### src/rtl/image_pad_scheduler.sv
// Layer-level scheduler for the padding engine: validates a layer command, holds the
// engine's static configuration, restarts the engine once per plane and counts its output beats.
module image_pad_scheduler #(
  parameter int PLANE_BITS = 10
) (
  input  logic                  clk,
  input  logic                  rst,
  input  logic                  Cmd_Valid,
  output logic                  Cmd_Ready,
  input  logic                  Cmd_Padding,
  input  logic [2:0]            Cmd_Zero_Num,
  input  logic [10:0]           Cmd_Row_Num,
  input  logic [PLANE_BITS-1:0] Cmd_Plane_Num,
  input  logic                  Abort,
  input  logic                  Pad_Write_EN,
  output logic                  Padding_REG,
  output logic [2:0]            Zero_Num_REG,
  output logic [10:0]           Row_Num_In_REG,
  output logic                  Pad_Start,
  output logic                  Pad_Rst,
  output logic                  Busy,
  output logic [PLANE_BITS-1:0] Plane_Cnt,
  output logic                  Layer_Done,
  output logic                  Cmd_Err
);

  typedef enum logic [2:0] {
    IDLE   = 3'd0,
    SETTLE = 3'd1,
    START  = 3'd2,
    RUN    = 3'd3,
    GAP    = 3'd4,
    DONE   = 3'd5,
    ABORT  = 3'd6
  } state_t;

  localparam logic [11:0]           OUT_LIMIT = 12'd1023;
  localparam logic [PLANE_BITS-1:0] PLANE_ONE = 1;
  localparam logic [PLANE_BITS:0]   PLANE_ONE_EXT = 1;

  state_t                state_q, state_d;
  logic                  phase_q, phase_d;
  logic [23:0]           beat_cnt_q, beat_cnt_d;
  logic [23:0]           beats_q;
  logic [PLANE_BITS-1:0] plane_num_q;
  logic [PLANE_BITS-1:0] plane_cnt_q, plane_cnt_d;
  logic                  pad_q, pad_d;
  logic [2:0]            zero_q, zero_d;
  logic [10:0]           row_q, row_d;
  logic                  start_q, start_d;
  logic                  prst_q, prst_d;
  logic                  busy_q, busy_d;
  logic                  done_q, done_d;
  logic                  err_q, err_d;

  logic [11:0] out_w;
  logic [23:0] beats_w;
  logic        accept;
  logic        cmd_bad;
  logic        beat_hit;
  logic        beat_last;
  logic        more_planes;

  function automatic logic [11:0] out_size(input logic       pad,
                                           input logic [2:0]  zero,
                                           input logic [10:0] row);
    out_size = {1'b0, row} + (pad ? {8'd0, zero, 1'b0} : 12'd0);
  endfunction

  assign out_w       = out_size(Cmd_Padding, Cmd_Zero_Num, Cmd_Row_Num);
  assign beats_w     = {12'd0, out_w} * {12'd0, out_w};
  assign cmd_bad     = (Cmd_Row_Num == 11'd0) || (Cmd_Plane_Num == '0) || (out_w > OUT_LIMIT);
  assign accept      = Cmd_Valid && (state_q == IDLE);
  assign beat_hit    = Pad_Write_EN && (state_q == RUN);
  assign beat_last   = beat_hit && ((beat_cnt_q + 24'd1) == beats_q);
  assign more_planes = ({1'b0, plane_cnt_q} + PLANE_ONE_EXT) < {1'b0, plane_num_q};

  always_comb begin
    state_d     = state_q;
    phase_d     = phase_q;
    beat_cnt_d  = beat_cnt_q;
    plane_cnt_d = plane_cnt_q;
    pad_d       = pad_q;
    zero_d      = zero_q;
    row_d       = row_q;
    err_d       = 1'b0;

    case (state_q)
      IDLE: begin
        if (accept) begin
          plane_cnt_d = '0;
          if (cmd_bad) begin
            err_d = 1'b1;
          end else begin
            state_d = SETTLE;
            phase_d = 1'b0;
            pad_d   = Cmd_Padding;
            zero_d  = Cmd_Zero_Num;
            row_d   = Cmd_Row_Num;
          end
        end
      end
      SETTLE, GAP: begin
        if (phase_q) state_d = START;
        else         phase_d = 1'b1;
      end
      START: begin
        beat_cnt_d = '0;
        state_d    = RUN;
      end
      RUN: begin
        if (beat_hit) beat_cnt_d = beat_cnt_q + 24'd1;
        if (beat_last) begin
          if (more_planes) begin
            state_d     = GAP;
            phase_d     = 1'b0;
            plane_cnt_d = plane_cnt_q + PLANE_ONE;
          end else begin
            state_d = DONE;
          end
        end
      end
      DONE:  state_d = IDLE;
      ABORT: begin
        if (phase_q) state_d = IDLE;
        else         phase_d = 1'b1;
      end
      default: state_d = IDLE;
    endcase

    // Abort outranks everything, including a final beat landing on the same edge.
    if (Abort && (state_q != IDLE)) begin
      state_d     = ABORT;
      phase_d     = 1'b0;
      plane_cnt_d = plane_cnt_q;
    end

    start_d = (state_d == START);
    prst_d  = (state_d == ABORT);
    done_d  = (state_d == DONE);
    busy_d  = (state_d != IDLE);
  end

  always_ff @(posedge clk or posedge rst) begin
    if (rst) begin
      state_q     <= IDLE;
      phase_q     <= 1'b0;
      beat_cnt_q  <= '0;
      plane_cnt_q <= '0;
      pad_q       <= 1'b0;
      zero_q      <= '0;
      row_q       <= '0;
      start_q     <= 1'b0;
      prst_q      <= 1'b0;
      busy_q      <= 1'b0;
      done_q      <= 1'b0;
      err_q       <= 1'b0;
    end else begin
      state_q     <= state_d;
      phase_q     <= phase_d;
      beat_cnt_q  <= beat_cnt_d;
      plane_cnt_q <= plane_cnt_d;
      pad_q       <= pad_d;
      zero_q      <= zero_d;
      row_q       <= row_d;
      start_q     <= start_d;
      prst_q      <= prst_d;
      busy_q      <= busy_d;
      done_q      <= done_d;
      err_q       <= err_d;
    end
  end

  // Layer size limits are only consulted while not IDLE, so they need no reset.
  always_ff @(posedge clk) begin
    if (accept && !cmd_bad) begin
      beats_q     <= beats_w;
      plane_num_q <= Cmd_Plane_Num;
    end
  end

  assign Cmd_Ready      = (state_q == IDLE);
  assign Padding_REG    = pad_q;
  assign Zero_Num_REG   = zero_q;
  assign Row_Num_In_REG = row_q;
  assign Pad_Start      = start_q;
  assign Pad_Rst        = prst_q;
  assign Busy           = busy_q;
  assign Plane_Cnt      = plane_cnt_q;
  assign Layer_Done     = done_q;
  assign Cmd_Err        = err_q;

endmodule

### config.mk
export PLATFORM = sky130hd
export DESIGN_NAME = image_pad_scheduler
export DESIGN_NICKNAME = d
export VERILOG_FILES = /design/src/rtl/image_pad_scheduler.sv
export SDC_FILE = /design/constraint.sdc
export NUM_CORES = 1
export LEC_CHECK = 0
export BUFFER_PORTS_ARGS = -buffer_cell sky130_fd_sc_hd__buf_2
export CAP_MARGIN = 20
export CELL_PAD_IN_SITES_DETAIL_PLACEMENT = 0
export CELL_PAD_IN_SITES_GLOBAL_PLACEMENT = 1
export CORE_AREA = 2 2 139 141
export DETAILED_ROUTE_END_ITERATION = 12
export DIE_AREA = 0 0 141 143
export PLACE_DENSITY_LB_ADDON = 0.08
export SETUP_SLACK_MARGIN = 0.4
export SLEW_MARGIN = 20
export SYNTH_ARGS = -nofsm -noshare
export SYNTH_HDL_FRONTEND = slang
export SYNTH_SLANG_ARGS = --single-unit
### constraint.sdc
create_clock -name clk -period 3.5 [get_ports clk]
set_clock_uncertainty 0.1 [all_clocks]
set_input_delay 0.175 -clock clk [delete_from_list [all_inputs] [get_ports clk]]
set_output_delay 0.175 -clock clk [all_outputs]
set_load 0.005 [all_outputs]
==> run metrics <==
initial antenna violation count 0; top cell type's share of synthesized area 18.3%; slack of the critical path -2.49 ns; share of cells above drive strength 1 38.3%; top cells by area, synth fa_1 (18%), dfrtp_1 (16%), edfxtp_1 (11%); most frequent cell after synthesis inv_1; largest net degree at the start of global routing 29; Hold WS 0.0562 ns; P&R area growth vs syn 40.0%; Top FF cell, synth dfrtp_1; Detail Placement HPWL 17700 um; Worst Max-Slew Pin Slew 0.952 ns; Die Y 143 um; Critical Path Max Stage Delay 0.51 ns; Iter 0 DRT Violations 263; num rows 50; DRC violations left 0; Slowest-stage cell, CP fa_1; total of max-cap violations 0; Post-Route WL 23000 um; Worst-path clk slew 0.07 ns; Initial DRT Pass Iterations 5; failing checks setup timing; Clock Tree Buf Depth 2; register bit count reported by yosys 91; fin crit share 171%; crit path max fanout 5; Final Setup Violations 19; Starting Density 48.3%; vias in the first global route 7726; first-pass GRT wire length 37100 um; pwr dens 973 nW/um2; HP Class in -> reg; status complete, but fails checks; r2r setup slk 0.23 ns; routed vias 7691; PortBufs 60; gr ovfl total 0; GRT Util Overall 23.1%; crit path kind in -> reg; Die W 141 um; Synth area leader fa_1; clock latency on the worst-skew pair 0.36 ns; core box area 18600 um2; Post-synth ARST share 63.7%; worst slew margin relative to its limit 36.5%; Post-Syn Area 8980 um2; H-tree depth 3; crit path capture type flop; reg2reg path depth 12; # IOs 61; fin util 67.7%; design area 12600 um2; CTS sink count 91; CP Capture Point beats_q[23]$_DFFE_PP_; Synth Area per Inst 9.25 um2; maximum VDD drop 1070 uV; Worst setup SP type input pin; Max Fclk 0.167 GHz; number of flops mapped to enable cells by yosys 33; post-route ant nets 0; Post-DP Area 10900 um2; n_diodes 0; TritonCTS clock tree done; GPL Wtd Cong 0.923; warnings from Yosys 0; Filler cells 1494; CP dominant cell by count fa_1; unrepaired setup endpoints after global routing yes; Fin. Hold Viols 0; Pleak 5.97 nW; CP arrival 5.99 ns; Post-synth top cells inv_1 (167), fa_1 (82), nand2_1 (74); drt wl/cell 15.6 um; max-slew violations 0; CP required 3.50 ns; worst setup path start Cmd_Zero_Num[0]; Synth cell types 67; register cell area after layout 2450 um2; share of synthesized area occupied by flip-flops and latches 27.2%; Worst R2R End Plane_Cnt[6]$_DFFE_PP0P_; R2R Path Start beat_cnt_q[7]$_DFFE_PP0P_; Post-layout nets 1418; Multi-input gate area 6650 um2; CTS Buf Count 9; fin crit period 5.99 ns; vias per inst 5.21; Syn Inst Count 971; area of the die 20200 um2; CTS root buf clkbuf_16
worst max-delay path, delay by kind of cell:
family                   cells  cell delay [ns]
AND/OR/NAND/NOR              3             0.35
buffers and inverters        8             0.52
AO/OA/AOI/OAI                9             1.64
adder cells (fa/ha/maj)      8             3.13
XOR/XNOR                     2             0.17
area by class of cell:
cell class | count | share of cell area [%]
multi-input cells | 678 | 52.9
inverters | 168 | 5.11
flip-flops and latches | 91 | 19.5
clock inverters | 4 | 0.219
repair buffers | 290 | 17.7
well taps | 234 | 2.33
clock buffers | 12 | 2.22
where the power goes:
group / switching (mW) / total (mW) / leakage [nW] / internal, mW
logic: 4.36 / 9.60 / 4.75 / 5.24
clock network: 0.442 / 1.01 / 0.150 / 0.571
registers: 0.110 / 1.63 / 1.06 / 1.52
metrics by stage:
stage / power [mW] / cells / setup TNS [ns] / setup WS (ns)
2_1_floorplan: 6.01 / 975 / -35.45 / -2.81
3_3_place_gp: 8.26 / 1395 / -43.66 / -3.01
3_5_place_dp: 8.36 / 1395 / -44.59 / -3.16
4_1_cts: 10.5 / 1457 / -34.50 / -2.60
5_1_grt: 13.3 / 1477 / -38.91 / -2.76
6_report: 12.2 / 1477 / -35.09 / -2.49
layer usage:
metal  share of wire (%)  global-route usage (%)  vias to the layer above
met5                   0                       0                        -
met4                 1.8                    6.26                        0
met3                 3.0                    2.82                       32
met2                  52                    41.3                      130
met1                  43                    29.9                     3781
li1                    -                       -                     3748
cell families (layout without fill, tap and decap cells):
logic type	Yosys count	count (layout)	synth area share, %
buf+inv	206	474	8.82
xor+xnor	71	71	6.93
flops	91	91	27.2
simple gates	273	273	15.7
compound gates	163	163	11.6
fa+ha+maj	150	150	27.8
other cells	1	5	0.0418
mux	16	16	2.01
registers in the layout, indices dropped and copies added, names as in the netlist:
name / flops
beat_cnt_q: 24
Padding_REG: 1
Row_Num_In_REG: 11
Plane_Cnt: 10
Pad_Start: 1
beats_q: 23
Zero_Num_REG: 3
Layer_Done: 1
plane_num_q: 10
Cmd_Err: 1
Busy: 1
Pad_Rst: 1
phase_q: 1
state_q: 3
placed cells by master, fill, tap and decap left out, types with 39 or more instances in the layout:
cell type	n
nor2_1	49
ha_1	48
o21ai_0	44
inv_1	140
fa_1	74
buf_2	58
xnor2_1	39
nand2_1	62
dfrtp_1	53
buf_4	177
how the worst min path moves through the flow:
stage,cells past startpoint,startpoint,to
floorplan,1,Abort,phase_q$_DFFE_PP0P_
global placement,2,rst,Row_Num_In_REG[0]$_DFFE_PP0P_
detailed placement,2,rst,Row_Num_In_REG[0]$_DFFE_PP0P_
CTS,3,Pad_Write_EN,beat_cnt_q[3]$_DFFE_PP0P_
global route,3,Cmd_Valid,Cmd_Err$_DFF_PP0_
finish,3,Pad_Write_EN,beat_cnt_q[3]$_DFFE_PP0P_
timing repair:
item / CTS / global route
resized for setup: 102 / 83
pin swaps: 68 / 75
endpoints found under the setup margin: 35 / 35
hold buffers: 16 / 0
setup buffers: 30 / 20
hold endpoints to repair: 36 / 0
Note: power is estimated with default switching activity, not from simulation.
